## src/rtl/scrambler_ctrl_pkg.sv

```systemverilog
// Shared constants, FSM state type and lane geometry for the scrambler control path.
package scrambler_pkg;
   localparam int NUM_LANES = 4;
   localparam int VEC_W     = 8;

   localparam logic [VEC_W-1:0] K_COM = 8'hBC;
   localparam logic [VEC_W-1:0] K_SKP = 8'h1C;

   localparam logic [15:0] LFSR_SEED_DEFAULT = 16'hFFFF;

   typedef enum logic [1:0] {IDLE, TS1W, TS2W, TS3W} scr_state_e;
endpackage

```

## src/rtl/scrambler_ctrl_os_detect.sv

```systemverilog
// Combinational per-lane COM/SKP classification of one word.
module os_detect
   import scrambler_pkg::*;
#(
   parameter int LANES = NUM_LANES,
   parameter int W     = VEC_W
) (
   input  logic [LANES-1:0][W-1:0] data_i,
   input  logic [LANES-1:0]        datak_i,
   output logic [LANES-1:0]        com_o,
   output logic [LANES-1:0]        skp_o
);
   for (genvar g = 0; g < LANES; g++) begin : g_lane
      assign com_o[g] = datak_i[g] & (data_i[g] == K_COM);
      assign skp_o[g] = datak_i[g] & (data_i[g] == K_SKP);
   end
endmodule

```

## src/rtl/scrambler_ctrl.sv

```systemverilog
// Ordered-set tracker ahead of the scrambler: one output register stage with per-word control.
// Optional SCR_CTRL_STATS_EN adds saturating TS word-0 / SKP counters.
module scrambler_ctrl
   import scrambler_pkg::*;
#(
   parameter logic [15:0] LFSR_SEED = LFSR_SEED_DEFAULT
) (
   input  logic        clk_i,
   input  logic        rst_i,
   input  logic        in_valid_i,
   output logic        in_ready_o,
   input  logic [31:0] indata_i,
   input  logic [3:0]  datak_i,
   output logic        out_valid_o,
   input  logic        out_ready_i,
   output logic [31:0] data_o,
   output logic [3:0]  datak_o,
   output logic [3:0]  training_sequence_o,
   output logic [1:0]  data_len_o,
   output logic        lfsr_init_o,
   output logic        lfsr_hold_o,
   output logic        scr_disable_o,
   output logic        err_o
`ifdef SCR_CTRL_STATS_EN
   ,
   output logic [15:0] ts_cnt_o,
   output logic [15:0] skp_cnt_o
`endif
);
   // The seed itself is consumed by the scrambler; an all-zero seed would lock its LFSR.
   if (LFSR_SEED == 16'h0) begin : g_zero_seed
   end

   logic [NUM_LANES-1:0] com, skp;
   scr_state_e           state, nxt_state;
   logic [3:0]           nxt_ts;
   logic                 nxt_init, nxt_hold, nxt_err, ld_dis, is_ts0, is_skp;
   logic                 init_q, hold_q, accept;

   os_detect #(.LANES(NUM_LANES), .W(VEC_W)) u_os_detect (
      .data_i (indata_i),
      .datak_i(datak_i),
      .com_o  (com),
      .skp_o  (skp)
   );

   assign in_ready_o  = !out_valid_o | out_ready_i;
   assign accept      = in_valid_i & in_ready_o;
   assign data_len_o  = 2'b10;
   assign lfsr_init_o = out_valid_o & init_q;
   assign lfsr_hold_o = out_valid_o & hold_q;

   // A misplaced COM wins over everything; a lane-0 COM always restarts as if from IDLE.
   always_comb begin
      nxt_state = state;
      nxt_ts    = datak_i;
      nxt_init  = 1'b0;
      nxt_hold  = 1'b0;
      nxt_err   = 1'b0;
      ld_dis    = 1'b0;
      is_ts0    = 1'b0;
      is_skp    = 1'b0;
      if (|com[NUM_LANES-1:1]) begin
         nxt_err   = 1'b1;
         nxt_state = IDLE;
      end else if (com[0]) begin
         nxt_err  = (state != IDLE);
         nxt_ts   = '1;
         nxt_init = 1'b1;
         if (skp[1]) begin
            nxt_hold  = 1'b1;
            nxt_state = IDLE;
            is_skp    = 1'b1;
         end else begin
            nxt_state = TS1W;
            is_ts0    = 1'b1;
         end
      end else begin
         case (state)
            TS1W: begin nxt_ts = '1; ld_dis = 1'b1; nxt_state = TS2W; end
            TS2W: begin nxt_ts = '1; nxt_state = TS3W; end
            TS3W: begin nxt_ts = '1; nxt_state = IDLE; end
            default: nxt_state = IDLE;
         endcase
      end
   end

   always_ff @(posedge clk_i) begin
      if (rst_i) begin
         state               <= IDLE;
         out_valid_o         <= 1'b0;
         data_o              <= '0;
         datak_o             <= '0;
         training_sequence_o <= '0;
         init_q              <= 1'b0;
         hold_q              <= 1'b0;
         scr_disable_o       <= 1'b0;
         err_o               <= 1'b0;
      end else begin
         err_o <= accept & nxt_err;
         if (in_ready_o) out_valid_o <= in_valid_i;
         if (accept) begin
            state               <= nxt_state;
            data_o              <= indata_i;
            datak_o             <= datak_i;
            training_sequence_o <= nxt_ts;
            init_q              <= nxt_init;
            hold_q              <= nxt_hold;
            if (ld_dis) scr_disable_o <= indata_i[11];
         end
      end
   end

`ifdef SCR_CTRL_STATS_EN
   always_ff @(posedge clk_i) begin
      if (rst_i) begin
         ts_cnt_o  <= '0;
         skp_cnt_o <= '0;
      end else begin
         if (accept && is_ts0 && ts_cnt_o != 16'hFFFF)   ts_cnt_o  <= ts_cnt_o + 16'd1;
         if (accept && is_skp && skp_cnt_o != 16'hFFFF)  skp_cnt_o <= skp_cnt_o + 16'd1;
      end
   end
`endif
endmodule

```

## config.mk

```make
export PLATFORM = sky130hd
export DESIGN_NAME = scrambler_ctrl
export DESIGN_NICKNAME = d
export VERILOG_FILES = /design/src/rtl/scrambler_ctrl_pkg.sv /design/src/rtl/scrambler_ctrl_os_detect.sv /design/src/rtl/scrambler_ctrl.sv
export SDC_FILE = /design/constraint.sdc
export NUM_CORES = 1
export LEC_CHECK = 0
export CAP_MARGIN = 10
export CELL_PAD_IN_SITES_DETAIL_PLACEMENT = 0
export CELL_PAD_IN_SITES_GLOBAL_PLACEMENT = 1
export CORE_UTILIZATION = 33
export DETAILED_ROUTE_END_ITERATION = 6
export MAX_ROUTING_LAYER = met4
export PLACE_DENSITY_LB_ADDON = 0.25
export SLEW_MARGIN = 5
export SYNTH_ARGS = -nofsm -noshare
export SYNTH_HDL_FRONTEND = slang
export SYNTH_HIERARCHICAL = 1
export SYNTH_SLANG_ARGS = --single-unit
```

## constraint.sdc

```tcl
create_clock -name clk_i -period 3 [get_ports clk_i]
set_input_delay 0.6 -clock clk_i [delete_from_list [all_inputs] [get_ports clk_i]]
set_output_delay 0.6 -clock clk_i [all_outputs]
set_load 0.02 [all_outputs]
```

==> results.py <==
metrics = {
    "outcome": {
        "status": "finished clean",
    },
    "route": {
        "drt_wl_total_um": 6000,
        "vias": 2055,
        "firstDrtPassIters": 4,
        "drc": 0,
        "drt_iter0_drc": 100,
        "wl_per_cell_um": 15.2,
        "ant_nets": 0,
        "viasPerCell": 5.22,
    },
    "clock_network": {
        "hold_buffers": 0,
        "cts.sinks": 47,
        "clk_pin_slew_ps": 80,
        "post_cts_resized": 0,
        "cts.path.max_buffers": 2,
        "cts_buffers": 5,
        "cts_tree": "done",
        "worstSkewPairLatency_ps": 300,
        "htree_levels": 2,
        "root_buffer": "clkbuf_8",
        "postCtsSetupRepairBufs": 0,
    },
    "sta": {
        "period_share_pct": 79.8,
        "finalHoldViolations": 0,
        "setup_viol_count_final": 0,
        "fmax_mhz": 418,
        "skew_ps": 4.58,
        "fin_tns_setup_ps": 0,
        "slew_viol_final": 0,
        "rsz0062_at_grt": "false",
        "hold_ws_ps": 474,
        "worstMarginPinSlew_ps": 709,
        "slew_headroom_pct": 52.7,
        "min_period_ps": 2390,
    },
    "power_and_ir_drop": {
        "power.share.clock_pct": 36.7,
        "switching_share_pct": 25.1,
        "internal_power_w": 0.00112,
        "switchingPower_w": 0.000376,
        "comb_power_share_pct": 18.4,
        "p_seq_share_pct": 44.9,
        "power_leakage_nw": 1.07,
        "vdd_ir_drop_max_v": 0.000212,
        "p_per_area_nw_per_um2": 487,
    },
    "layout": {
        "layout.area.seq_um2": 941,
        "nNetsFinal": 362,
        "fill_cells": 613,
        "final_cells": 394,
        "n_antenna_cell": 0,
        "multiInputGateArea_um2": 1010,
        "syn_to_final_growth_pct": 44.0,
        "layout-drive-gt1-share_pct": 7.84,
    },
    "placement": {
        "portBuffers": 85,
        "dp_cells": 386,
        "gp_congestion": 0.710,
        "hpwl_um": 3790,
    },
    "floorplan": {
        "ioPinCount": 88,
        "start_util_pct": 35.1,
        "rows": 28,
        "fp.dieH_um": 82.5,
        "dieArea_um2": 6800,
        "core_area_um2": 6100,
        "die_width_um": 82.5,
    },
    "global_routing": {
        "first_global_vias": 1894,
        "track_usage_pct": 18.8,
        "antenna_found_initial": 0,
        "grt_max_degree": 46,
        "grt_overflow": 0,
        "grt_pass1_wl_um": 9370,
    },
    "synthesis": {
        "ys_warn_count": 6,
        "syn_area_per_cell_um2": 8.65,
        "synth_cells": 247,
        "syn-cell-area_um2": 2140,
        "synth_nets": 291,
    },
    "worst_setup_path": {
        "crit_required_ps": 2400,
        "ff2ff_setup_slack_ps": 1510,
        "worstPathArrival_ps": 1790,
        "worstSetupPathType": "in2out",
        "endpoint_kind": "primary output",
        "cp-start-kind": "input pin",
        "path_max_fanout": 2,
    },
    "flow_run": {
        "maxCapViolations": 0,
    },
    "min_path": {
        "hp-class": "reg2reg",
    },
}
## state kept, by name, summed over array words and instances (netlist names)
signal               flops
data_o                  32
init_q                   1
out_valid_o              1
training_sequence_o      4
scr_disable_o            1
err_o                    1
datak_o                  4
state                    2
hold_q                   1
## power by group through the flow
| stage | clock network (W) | logic, W | registers [W] |
|---|---|---|---|
| global route | 0.000594 | 0.000299 | 0.000676 |
| floorplan | 0 | 0.0000995 | 0.000727 |
| detailed placement | 0 | 0.000277 | 0.000687 |
| global placement | 0 | 0.000277 | 0.000686 |
| finish | 0.000550 | 0.000276 | 0.000672 |
| CTS | 0.000562 | 0.000278 | 0.000673 |
## worst paths after layout
kind,endpoint,cells after the start,start
worst max register to register,hold_q,5,out_valid_o
worst max-delay path,in_ready_o,4,out_ready_i
worst min register to register,data_o[25],2,data_o[25]
worst min-delay path,data_o[25],2,data_o[25]
## final cells by class
cell class,count,share of cell area [%]
Multi-Input combinational cell,170,32.9
Inverter,5,0.854
Clock buffer,6,2.36
Timing Repair Buffer,89,28.3
Tap cell,75,3.05
Sequential cell,47,30.6
Clock inverter,2,1.95
## worst max-delay path, cell delays in order
cell and delay (ps):
clkdlybuf4s50_1 500, nor2b_4 70, inv_8 40, clkdlybuf4s50_1 590
## metal layers
| metal | vias to the layer above | track usage, % | part of all wire (%) |
|---|---|---|---|
| li1 | 1021 | - | - |
| met1 | 965 | 25.9 | 50 |
| met2 | 63 | 27.2 | 44 |
| met3 | 6 | 4.62 | 5.8 |
| met4 | 0 | 5.26 | 1.0 |
| met5 | - | - | 0 |
## stage by stage
step | setup WS (ps) | power [W] | cell area, um^2 | utilization (%)
after global placement | 587 | 0.000963 | 2950 | 48.3
final | 606 | 0.00150 | 3080 | 50.5
after floorplan | 1100 | 0.000826 | 2140 | -
after detailed placement | 530 | 0.000964 | 2950 | 48.3
after global routing | 562 | 0.00157 | 3080 | 50.5
after CTS | 599 | 0.00151 | 3080 | 50.5
## cells in the final DEF (no fill, tap or decap)
master	count
clkdlybuf4s50_1	83
dfxtp_1	47
a21oi_1	43
o21ai_0	39
nand3_1	37
nand2_1	5
nand2b_1	5
clkbuf_8	5
nor3_1	4
a211oi_1	4
ha_1	4
buf_4	4
nand4b_1	4
or3b_1	4
nor3_2	4
inv_1	3
nand4_1	3
and2_1	2
o32ai_1	2
conb_1	2
bufinv_16	2
buf_2	2
nor2b_4	1
inv_8	1
inv_2	1
nor3_4	1
o21ai_2	1
nor2_1	1
nor4_4	1
mux2i_1	1
a2111oi_2	1
clkbuf_1	1
nor4_2	1
Note: power is estimated with default switching activity, not from simulation.
